### src/rtl/clk_div_ctrl_pkg.sv
`default_nettype none
// ============================================================================
// Module      : clk_div_ctrl_pkg
// Description : Shared state type and state encodings for the runtime
//               programmable clock-enable divider controller.
// Revision    : 1.0 - initial release
// ============================================================================
package clk_div_ctrl_pkg;

    // Controller state. Kept as a plain 2-bit vector with named encodings
    // so that older tools and netlist consumers see fixed state values.
    typedef logic [1:0] state_t;

    localparam state_t S_STOPPED = 2'd0;  // idle, counter parked at 0
    localparam state_t S_RUN     = 2'd1;  // counting, ratio changes accepted
    localparam state_t S_PEND    = 2'd2;  // new ratio held until boundary
    localparam state_t S_DRAIN   = 2'd3;  // stop requested, finishing period

endpackage : clk_div_ctrl_pkg
`default_nettype wire

### src/rtl/clk_div_ctrl.sv
`default_nettype none
// ============================================================================
// Module      : clk_div_ctrl
// Description : Runtime-programmable clock-enable divider. Produces a divided
//               level (clk_o) and a period-start strobe (tick_o). Ratio
//               changes, starts and stops only take effect on whole-period
//               boundaries so no runt or stretched periods are produced.
// Ports       : clk_i        - system clock
//               rst_i        - synchronous active-high reset
//               run_i        - 1 = run, 0 = stop at end of current period
//               div_i        - requested divide ratio
//               div_valid_i  - div_i valid
//               div_ready_o  - div_i can be accepted this cycle
//               div_err_o    - one-cycle pulse: accepted div_i was zero
//               clk_o        - divided level (pins/LEDs only)
//               tick_o       - high on the first cycle of each period
//               running_o    - controller is not stopped
//               div_active_o - ratio currently in effect
// Revision    : 1.0 - initial release
// ============================================================================
module clk_div_ctrl
    import clk_div_ctrl_pkg::*;
#(
    parameter int          CNT_W       = 16,
    parameter int unsigned DEFAULT_DIV = 4
) (
    input  logic             clk_i,
    input  logic             rst_i,
    input  logic             run_i,
    input  logic [CNT_W-1:0] div_i,
    input  logic             div_valid_i,
    output logic             div_ready_o,
    output logic             div_err_o,
    output logic             clk_o,
    output logic             tick_o,
    output logic             running_o,
    output logic [CNT_W-1:0] div_active_o
);

    localparam logic [CNT_W-1:0] C_DEFAULT_DIV = CNT_W'(DEFAULT_DIV);
    localparam logic [CNT_W-1:0] C_ONE         = CNT_W'(1);

    state_t           state_q, state_d;
    logic [CNT_W-1:0] cnt_q, cnt_d;
    logic [CNT_W-1:0] div_q, div_d;
    logic [CNT_W-1:0] div_pend_q, div_pend_d;
    logic             err_q, err_d;

    logic             w_running;
    logic             w_boundary;
    logic             w_accept;
    logic             w_acc_ok;
    logic [CNT_W-1:0] w_cnt_next;

    // div_q is never zero (zero ratios are rejected), so div_q-1 cannot wrap.
    assign w_running  = (state_q != S_STOPPED);
    assign w_boundary = w_running && (cnt_q == (div_q - C_ONE));
    assign w_cnt_next = w_boundary ? '0 : (cnt_q + C_ONE);

    assign div_ready_o = (state_q == S_STOPPED) || ((state_q == S_RUN) && run_i);
    assign w_accept    = div_valid_i && div_ready_o;
    assign w_acc_ok    = w_accept && (div_i != '0);

    always_comb begin
        state_d    = state_q;
        cnt_d      = cnt_q;
        div_d      = div_q;
        div_pend_d = div_pend_q;
        err_d      = w_accept && (div_i == '0);

        case (state_q)
            S_STOPPED: begin
                cnt_d = '0;
                if (w_acc_ok) begin
                    div_d = div_i;
                end
                if (run_i) begin
                    state_d = S_RUN;
                end
            end

            S_RUN: begin
                cnt_d = w_cnt_next;
                if (!run_i) begin
                    // ready is low here, so no ratio can be accepted as well
                    state_d = S_DRAIN;
                end else if (w_acc_ok) begin
                    if (w_boundary) begin
                        // New period starts straight away with the new ratio
                        div_d = div_i;
                        cnt_d = '0;
                    end else begin
                        div_pend_d = div_i;
                        state_d    = S_PEND;
                    end
                end
            end

            S_PEND: begin
                cnt_d = w_cnt_next;
                if (w_boundary) begin
                    div_d   = div_pend_q;
                    state_d = run_i ? S_RUN : S_STOPPED;
                end
            end

            S_DRAIN: begin
                cnt_d = w_cnt_next;
                if (run_i) begin
                    // Resume without disturbing the period in progress
                    state_d = S_RUN;
                end else if (w_boundary) begin
                    state_d = S_STOPPED;
                end
            end

            default: begin
                state_d = S_STOPPED;
                cnt_d   = '0;
            end
        endcase
    end

    always_ff @(posedge clk_i) begin
        if (rst_i) begin
            state_q    <= S_STOPPED;
            cnt_q      <= '0;
            div_q      <= C_DEFAULT_DIV;
            div_pend_q <= '0;
            err_q      <= 1'b0;
        end else begin
            state_q    <= state_d;
            cnt_q      <= cnt_d;
            div_q      <= div_d;
            div_pend_q <= div_pend_d;
            err_q      <= err_d;
        end
    end

    // High for the first floor(div/2) cycles of each period
    assign clk_o        = w_running && (cnt_q < (div_q >> 1));
    assign tick_o       = w_running && (cnt_q == '0);
    assign running_o    = w_running;
    assign div_err_o    = err_q;
    assign div_active_o = div_q;

endmodule : clk_div_ctrl
`default_nettype wire

### config.mk
export PLATFORM = sky130hd
export DESIGN_NAME = clk_div_ctrl
export DESIGN_NICKNAME = d
export VERILOG_FILES = /design/src/rtl/clk_div_ctrl_pkg.sv /design/src/rtl/clk_div_ctrl.sv
export SDC_FILE = /design/constraint.sdc
export NUM_CORES = 1
export LEC_CHECK = 0
export ABC_AREA = 0
export BUFFER_PORTS_ARGS = -buffer_cell sky130_fd_sc_hd__buf_2
export CORE_MARGIN = 1.5
export CORE_UTILIZATION = 59
export CTS_BUF_LIST = sky130_fd_sc_hd__clkbuf_4 sky130_fd_sc_hd__clkbuf_8
export CTS_CLUSTER_SIZE = 20
export DETAILED_ROUTE_END_ITERATION = 6
export PLACE_DENSITY = 0.77
export SYNTH_ARGS = -nofsm -noshare
export SYNTH_HDL_FRONTEND = slang
export SYNTH_SLANG_ARGS = --single-unit
### constraint.sdc
create_clock -name clk_i -period 3.4 [get_ports clk_i]
set_clock_uncertainty 0.2 [all_clocks]
set_input_delay 0.34 -clock clk_i [delete_from_list [all_inputs] [get_ports clk_i]]
set_output_delay 0.34 -clock clk_i [all_outputs]
set_load 0.03 [all_outputs]
; Word level (Yosys, flattened, before mapping)
; Index checks and enable logic that the tools add are counted.
[classes]
eq_ne = 13
mux = 20
n_bitwise = 1
n_reduce_logical = 18
magnitude_cmp = 1
add_sub_neg = 2
[op_table]
columns = cell, count
row1 = $mux W16, 9
row2 = $pmux W16 S3, 2
row3 = $logic_not A16 Y1, 2
row4 = $add A16 B1 Y16 const B, 1
row5 = $eq A16 B16 Y1, 1
row6 = $lt A16 B15 Y1, 1
row7 = $reduce_bool A16 Y1, 1
row8 = $sub A16 B1 Y16 const B, 1
row9 = $mux W2, 7
row10 = $ne A2 B2 Y1 const B, 6
row11 = $ne A3 B3 Y1 const B, 3
row12 = $pmux W2 S4, 1
row13 = $logic_and A1 B1 Y1, 7
row14 = $reduce_and A6 Y1, 1
row15 = $reduce_and A5 Y1, 1
row16 = $eq A2 B2 Y1 const B, 2
row17 = $reduce_and A4 Y1, 1
row18 = $reduce_bool A3 Y1, 1
row19 = $eq A2 B1 Y1 const B, 1
row20 = $logic_not A2 Y1, 1
row21 = $reduce_bool A2 Y1, 1
row22 = $reduce_or A2 Y1, 1
row23 = $logic_or A1 B1 Y1, 1
row24 = $mux W1, 1
row25 = $not A1 Y1, 1
[totals]
ff_bits = 51
in_bits = 20
out_inout_bits = 21

; Longest topological paths before layout
; Gate-level depths: netlist (run 1).
[logic_depth]
word_depth = 8
mapped_depth = 14

; Worst setup path after synthesis (run 1)
; OpenSTA, ideal clock, no wires.
[synth_timing]
kind = register -> register
from = reg div_q[0] (netlist: div_active_o[0])
to = reg div_q[10] (netlist: div_active_o[10])
path_stages_with_launch = 15
synth_period_minus_slack_ns = 3.367
arrival_ns = 3.027
setup_time_ns = 0.140
slack_ns = 0.033
cell_sequence = dfxtp_1 > clkbuf_1 > inv_1 > ha_1 > o21ba_2 > a22oi_1 > o21ai_0 > or4_4 > a211oi_4 > a32o_1 > buf_6 > or2_1 > buf_6 > buf_12 > a211oi_2
[synth_between]
elab_chain_cells = 5
[synth_lines]
columns = item, line_no
row1 = start: declaration, clk_div_ctrl.sv:45  ; logic [CNT_W-1:0] div_q, div_d;
row2 = start signal: assignment, clk_div_ctrl.sv:134  ; div_q <= div_d;
row3 = $sub A16 B1 Y16 (*), clk_div_ctrl.sv:57  ; assign w_boundary = w_running && (cnt_q == (div_q - C_ONE));
row4 = $eq A16 B16 Y1 (*), clk_div_ctrl.sv:57
row5 = $logic_and A1 B1 Y1 (*), clk_div_ctrl.sv:57
row6 = $ne A2 B2 Y1 (no source line), n/a
row7 = $reduce_and A6 Y1 (no source line) (*), n/a
; Mark *: on every way between the ends. The rest lies on a longest branch, timed or not.
; A chain may end at the register's enable or synchronous reset.

; Worst setup path after layout (run 1)
[layout_timing]
from = reg div_q[2] (netlist: div_active_o[2])
to = reg div_q[0] (netlist: div_active_o[0])
; The elaborated chain is that of the path after synthesis.

==> results of run 1 <==
==> cells by family (layout without fill, tap and decap cells) <==
| logic type | Yosys count | count (layout) | synth area share (%) |
|---|---|---|---|
| AO/OA/AOI/OAI | 56 | 56 | 14.6 |
| XOR/XNOR | 32 | 32 | 8.42 |
| adder cells (fa/ha/maj) | 17 | 17 | 6.39 |
| buffers and inverters | 44 | 89 | 6.50 |
| flip-flops | 51 | 51 | 30.7 |
| multiplexers | 33 | 33 | 9.96 |
| AND/OR/NAND/NOR | 146 | 146 | 23.5 |
==> layout make-up <==
class / count / area share, %
Tap cell: 72 / 2.40
Sequential cell: 51 / 27.2
Inverter: 23 / 2.30
Timing Repair Buffer: 58 / 9.60
Multi-Input combinational cell: 284 / 56.0
Clock inverter: 2 / 0.433
Clock buffer: 6 / 2.03
==> worst max-delay path by stage <==
stage | start | to | slack [ns] | cells past startpoint
4_1_cts | div_active_o[4] | state_q[0] | 0.14 | 8
3_5_place_dp | div_active_o[4] | state_q[0] | 0.17 | 8
5_1_grt | div_active_o[2] | div_active_o[6] | 0.01 | 10
3_3_place_gp | div_active_o[0] | div_active_o[0] | 0.23 | 10
6_report | div_active_o[2] | div_active_o[0] | 0.17 | 10
2_1_floorplan | div_active_o[0] | div_active_o[10] | 0.03 | 14
==> routing by layer <==
layer / vias up / track usage, %
li1: 1432 / -
met1: 1333 / 33.4
met2: 58 / 41.7
met3: 12 / 5.12
met4: 0 / 10.0
met5: - / 0
==> registers in the layout, indices dropped and copies added (netlist names) <==
signal        cells
cnt_q            16
div_active_o     16
div_pend_q       16
state_q           2
div_err_o         1
==> critical path, stage by stage, from the launching register on <==
cell,delay (ns)
dfxtp_1,0.32
buf_4,0.16
nor3_1,0.29
nand3_1,0.24
a2111oi_0,0.40
o21ai_0,0.22
a2111oi_1,0.45
nor4b_4,0.32
or2_1,0.17
buf_4,0.22
a211oi_1,0.09
==> layout by cell type, fill, tap and decap left out, types with 4 or more instances in the layout <==
master    instances
inv_1            23
nand2b_1          4
xnor2_1          18
nor3_1           22
dfxtp_1          51
mux2i_1          32
nand4_1           4
o21ai_0           8
nor2_1           47
nand3_1          14
a211oi_1          7
buf_2            40
clkbuf_8          5
ha_1             17
and3_1            7
a21o_1            6
buf_4            16
nor4_1            9
xor2_1           14
a211oi_2          9
nand2_1          16
a21oi_1           5
==> power by group through the flow <==
| stage | clock (W) | sequential, W | combinational (W) |
|---|---|---|---|
| floorplan | 0 | 0.000735 | 0.000372 |
| global placement | 0 | 0.000696 | 0.000550 |
| detailed placement | 0 | 0.000699 | 0.000556 |
| CTS | 0.000378 | 0.000685 | 0.000560 |
| global route | 0.000405 | 0.000691 | 0.000617 |
| finish | 0.000375 | 0.000686 | 0.000565 |
==> through the flow <==
step	worst slack, ns	util, %	power [W]
global route	0.00969	68.6	0.00171
detailed placement	0.166	66.7	0.00126
finish	0.168	68.6	0.00163
global placement	0.228	66.7	0.00125
CTS	0.144	68.4	0.00162
floorplan	0.0328	-	0.00111
==> results by group, run 1 <==
Global routing
  – Vias in the first global route: 2700
  – Pin count of the biggest net entering global routing: 38
  – First-pass GRT wire length: ~13 mm
  – Grt total ovfl: 0
  – Initial antenna violation count: 0
  – Gr usage total: around 26%

Timing
  – RSZ-0062 raised after global routing: no
  – Fin Hold WS: 0.0442 ns
  – Final-report hold violation count: 0
  – Setup TNS Final: 0 ns
  – Fmax: 0.309 GHz
  – Worst Tran Pin Value: 0.736 ns
  – Final setup viols: 0
  – Max-slew violations: 0
  – Worst slew margin: 50.9%
  – Post-route clock period utilization: ~95%
  – Tmin final: between 3 and 4 ns

Final layout
  – Fin cells: approximately 500
  – Multi-input gate area: about 0.0021 mm2
  – Ant. Diodes: 0
  – Register area: around 0.001 mm2
  – Post-route cell area: 0.00375 mm2
  – Nets@finish: 460
  – Area Growth Syn to Fin: 12.7%
  – Layout cell share with drive strength beyond 1: 21.7%
  – Fillcell total: ~470

Logic synthesis
  – Async S/R FF share, synth: 0%
  – Ys flop type: dfxtp_1
  – Syn Nets: around 420
  – Synth warn: 0
  – Synth Register Bits: 51
  – Avg Synthesized Cell Area: around 8.8 um2
  – Main area contributors after synthesis: dfxtp_1 (31%), mux2i_1 (9.6%), ha_1 (6.4%)
  – Top post-synthesis cells by count: dfxtp_1 (51), nor2_1 (47), mux2i_1 (32)
  – Count leader, synth: dfxtp_1
  – Top cell type's share of synthesized area: a little over 30%
  – Sequential fraction of the synthesis area: 30.7%
  – Cell Area, Synth: 0.00333 mm2
  – Synth Instances: roughly 380
  – EDFF count, synth: 0
  – Synth area leader: dfxtp_1
  – Synth unique cells: 58

Pwr
  – VDD IR max: approximately 0.27 mV
  – Net switching fraction of the power: 37.0%
  – PD cells: 433 mW/mm2
  – Clock share of power: 23.1%
  – P_int: just over 0.001 W
  – Reg power frac: between 40 and 50%
  – Net switching power: between 0.0006 and 0.0007 W
  – Combinational Power Share: 34.7%
  – Leak pwr: 1.62 nW

Hold path
  – Hold-critical path depth: 3
  – Min-Delay Endpoint: div_err_o
  – HP Class: in2reg
  – Critical hold path startpoint: div_valid_i

Die
  – Die area: approximately 0.0061 mm2
  – Die Width: 78.1 um
  – Core region area: roughly 0.0055 mm2
  – Die height: 78.1 um
  – Top Ports: 41
  – # rows: 27
  – Initial Utilization: roughly three fifths

Clocking
  – Post-CTS setup buffers: 0
  – CTS tree: built
  – H-tree Lvls: 2
  – Post_cts resized: 0
  – Skew-Pair Late Insertion Delay: 0.32 ns
  – Clock buffer depth: 2
  – Clock Pin Slew Worst Setup and Hold Paths: 0.10 ns
  – Cell chosen for the clock root: clkbuf_8
  – Hold-fix buffers at CTS: 0
  – Cts bufs inserted: 5
  – Clock sink count: a little over 50

Placed design
  – Placed insts: 488
  – Placer Congestion: 0.866
  – IO Port Bufs: 40
  – Area after DPL: 0.00365 mm2
  – Detail Placement HPWL: slightly below 6 mm

Worst setup path
  – Critical path arrival: 3.21 ns
  – Critical path type: reg2reg
  – Worst R2R Setup Slack: 0.17 ns
  – WP data required: 3.37 ns
  – CP Max Fanout: 11
  – Critical Path Source Type: register
  – R2R depth: 10
  – Launching point of the worst reg2reg path: div_active_o[2]
  – R2r endpoint: div_active_o[0]
  – Crit path capture type: register

Routing
  – Initial DRC Count: between 150 and 200
  – Met1 WL: approximately 3.5 mm
  – Post-DR vias/cell: ~5.7
  – Max Used Layer: met4
  – DR WL met3: 349 um
  – Number of detailed-route iterations in the first pass: 4
  – Met2 wire length: 3.56 mm
  – Avg WL per Cell: about 15 um
  – # DRC: 0
  – Post-route antenna net violation count: 0
  – Final WL: 7.59 mm
  – Routed vias: 2835

Run
  – Max cap viols: 0

Status
  – Status: finished, final reports clean
Power figures use the tool's default switching activity.
==> run 2: changes to the inputs <==
--- a/config.mk
+++ b/config.mk
@@ -13,6 +13,7 @@
 export CTS_CLUSTER_SIZE = 20
 export DETAILED_ROUTE_END_ITERATION = 6
 export PLACE_DENSITY = 0.77
+export RECOVER_POWER = 50
 export SYNTH_ARGS = -nofsm -noshare
 export SYNTH_HDL_FRONTEND = slang
 export SYNTH_SLANG_ARGS = --single-unit
==> run 2 against run 1 <==
Net effect:
- hold slack gained 0.0022 ns
- combinational power shrank 3%
- global-route usage is the same
- sequential share of layout area grew 0.33 points
- setup slack lost 0.0072 ns
- non-clock buffer count is the same
- sequential power is essentially flat
- count of clock-buffer cells in the layout is the same
- clock power is essentially flat
- critical endpoint unchanged
==> results by group, run 2 (synthesized netlist as in run 1, its figures left out) <==
Status
  – Status: finished, final reports clean

Timing
  – Worst slew margin: 51.6%
  – Post-route clock period utilization: 95.3%
  – Worst Tran Pin Value: 0.726 ns
  – Final worst slack: 0.161 ns
  – Setup TNS Final: 0 ns
  – Final setup viols: 0
  – Final-report hold violation count: 0
  – Fin Hold WS: about 0.046 ns
  – RSZ-0062 raised after global routing: no
  – Tmin final: between 3 and 4 ns
  – Max-slew violations: 0
  – Fmax: 0.309 GHz

Final layout
  – Most common library cell in the layout ignoring fill and taps: dfxtp_1
  – Register area: a little over 0.001 mm2
  – Layout cell share with drive strength beyond 1: 16.5%
  – Fin cells: a little under 500
  – Most frequent cells in the layout: dfxtp_1 (51), nor2_1 (47), mux2i_1 (32)
  – Area Growth Syn to Fin: 11.4%
  – Nets@finish: 460
  – Fillcell total: 476
  – Multi-input gate area: 0.00210 mm2
  – Ant. Diodes: 0

Routing
  – Post-route antenna net violation count: 0
  – # DRC: 0
  – Routed vias: ~2900
  – Avg WL per Cell: 15.2 um
  – Initial DRC Count: 197
  – Post-DR vias/cell: between 5 and 6
  – Final WL: 7.56 mm
  – Number of detailed-route iterations in the first pass: 4

Hold path
  – HP Class: in2reg
  – Hold-critical path depth: 3

Pwr
  – Combinational Power Share: 34.0%
  – P_int: 0.00101 W
  – Reg power frac: a little over two fifths
  – Final Power: 0.00161 W
  – VDD IR max: approximately 0.27 mV
  – Clock share of power: 23.2%
  – PD cells: between 400 and 500 mW/mm2
  – Leak pwr: 1.54 nW
  – Net switching power: approximately 0.00060 W
  – Net switching fraction of the power: 37.2%

Clocking
  – Hold-fix buffers at CTS: 0
  – Clock Pin Slew Worst Setup and Hold Paths: approximately 0.10 ns
  – Cell chosen for the clock root: clkbuf_8
  – Clock buffer depth: 2
  – Post_cts resized: 0
  – Skew-Pair Late Insertion Delay: 0.32 ns
  – CTS tree: built
  – H-tree Lvls: 2
  – Clock sink count: 51
  – Post-CTS setup buffers: 0
  – Cts bufs inserted: 5

Die
  – # rows: 27
  – Initial Utilization: 60.8%
  – Die Width: about 78 um
  – Die height: 78.1 um
  – Top Ports: 41
  – Core region area: between 0.005 and 0.006 mm2
  – Die area: 0.00610 mm2

Worst setup path
  – CP Max Fanout: 11
  – Critical Path Source Type: register
  – Critical path type: reg2reg
  – Critical path arrival: ~3.2 ns
  – R2R depth: 10
  – Crit path capture type: register
  – WP data required: 3.37 ns

Placed design
  – IO Port Bufs: 40
  – Placer Congestion: 0.866
  – Detail Placement HPWL: roughly 5.8 mm
  – Placed insts: 488
  – Worst slack, placed: 0.166 ns

Global routing
  – Vias in the first global route: 2700
  – Grt total ovfl: 0
  – Initial antenna violation count: 0
  – First-pass GRT wire length: 12.5 mm
  – Pin count of the biggest net entering global routing: 38
  – Gr usage total: about 26%

Run
  – Max cap viols: 0
## run 2: cell types whose count changed in the layout (fill, tap and decap cells not counted)
cell / before / now
buf_12: 2 / 1
buf_2: 40 / 19
clkbuf_1: 0 / 21
clkbuf_2: 0 / 1
or4_1: 2 / 3
or4_4: 2 / 1
## run 2: per-stage QoR
stage	area [um2]	util, %
6_report	3710	67.8
5_1_grt	3710	67.8
3_3_place_gp	3650	66.7
4_1_cts	3740	68.4
3_5_place_dp	3650	66.7
2_1_floorplan	3330	-
## run 2: worst paths after layout
check	start	to	slack (ns)
max	div_active_o[2]	div_active_o[0]	0.16
min	div_valid_i	div_err_o	0.05
max reg2reg	div_active_o[2]	div_active_o[0]	0.16
min reg2reg	div_pend_q[15]	div_pend_q[15]	0.30
## run 2: layer usage
layer	global-route usage, %	up-vias	wire, um
li1	-	1432	-
met1	33.4	1347	3440
met2	41.7	67	3590
met3	5.12	12	384
met4	10.0	0	137
met5	0	-	0
## run 2: cell type report
class                           instances  share of cell area [%]
Clock buffer                            6                    2.06
Clock inverter                          2                   0.439
Inverter                               23                    2.33
Multi-Input combinational cell        284                    56.6
Sequential cell                        51                    27.5
Tap cell                               72                    2.43
Timing Repair Buffer                   58                    8.60
## run 2: critical path, cell delays in order, from the launching register on
cell and delay [ns]:
dfxtp_1 0.32, buf_4 0.16, nor3_1 0.29, nand3_1 0.24, a2111oi_0 0.40, o21ai_0 0.23
a2111oi_1 0.46, nor4b_4 0.32, or2_1 0.17, buf_4 0.21, a211oi_1 0.09
## run 2: power by group through the flow
| stage | sequential [W] | combinational (W) | clock [W] |
|---|---|---|---|
| 6_report | 0.000686 | 0.000546 | 0.000373 |
| 5_1_grt | 0.000692 | 0.000599 | 0.000405 |
| 4_1_cts | 0.000685 | 0.000560 | 0.000378 |
| 3_5_place_dp | 0.000699 | 0.000556 | 0 |
| 3_3_place_gp | 0.000696 | 0.000550 | 0 |
| 2_1_floorplan | 0.000735 | 0.000372 | 0 |
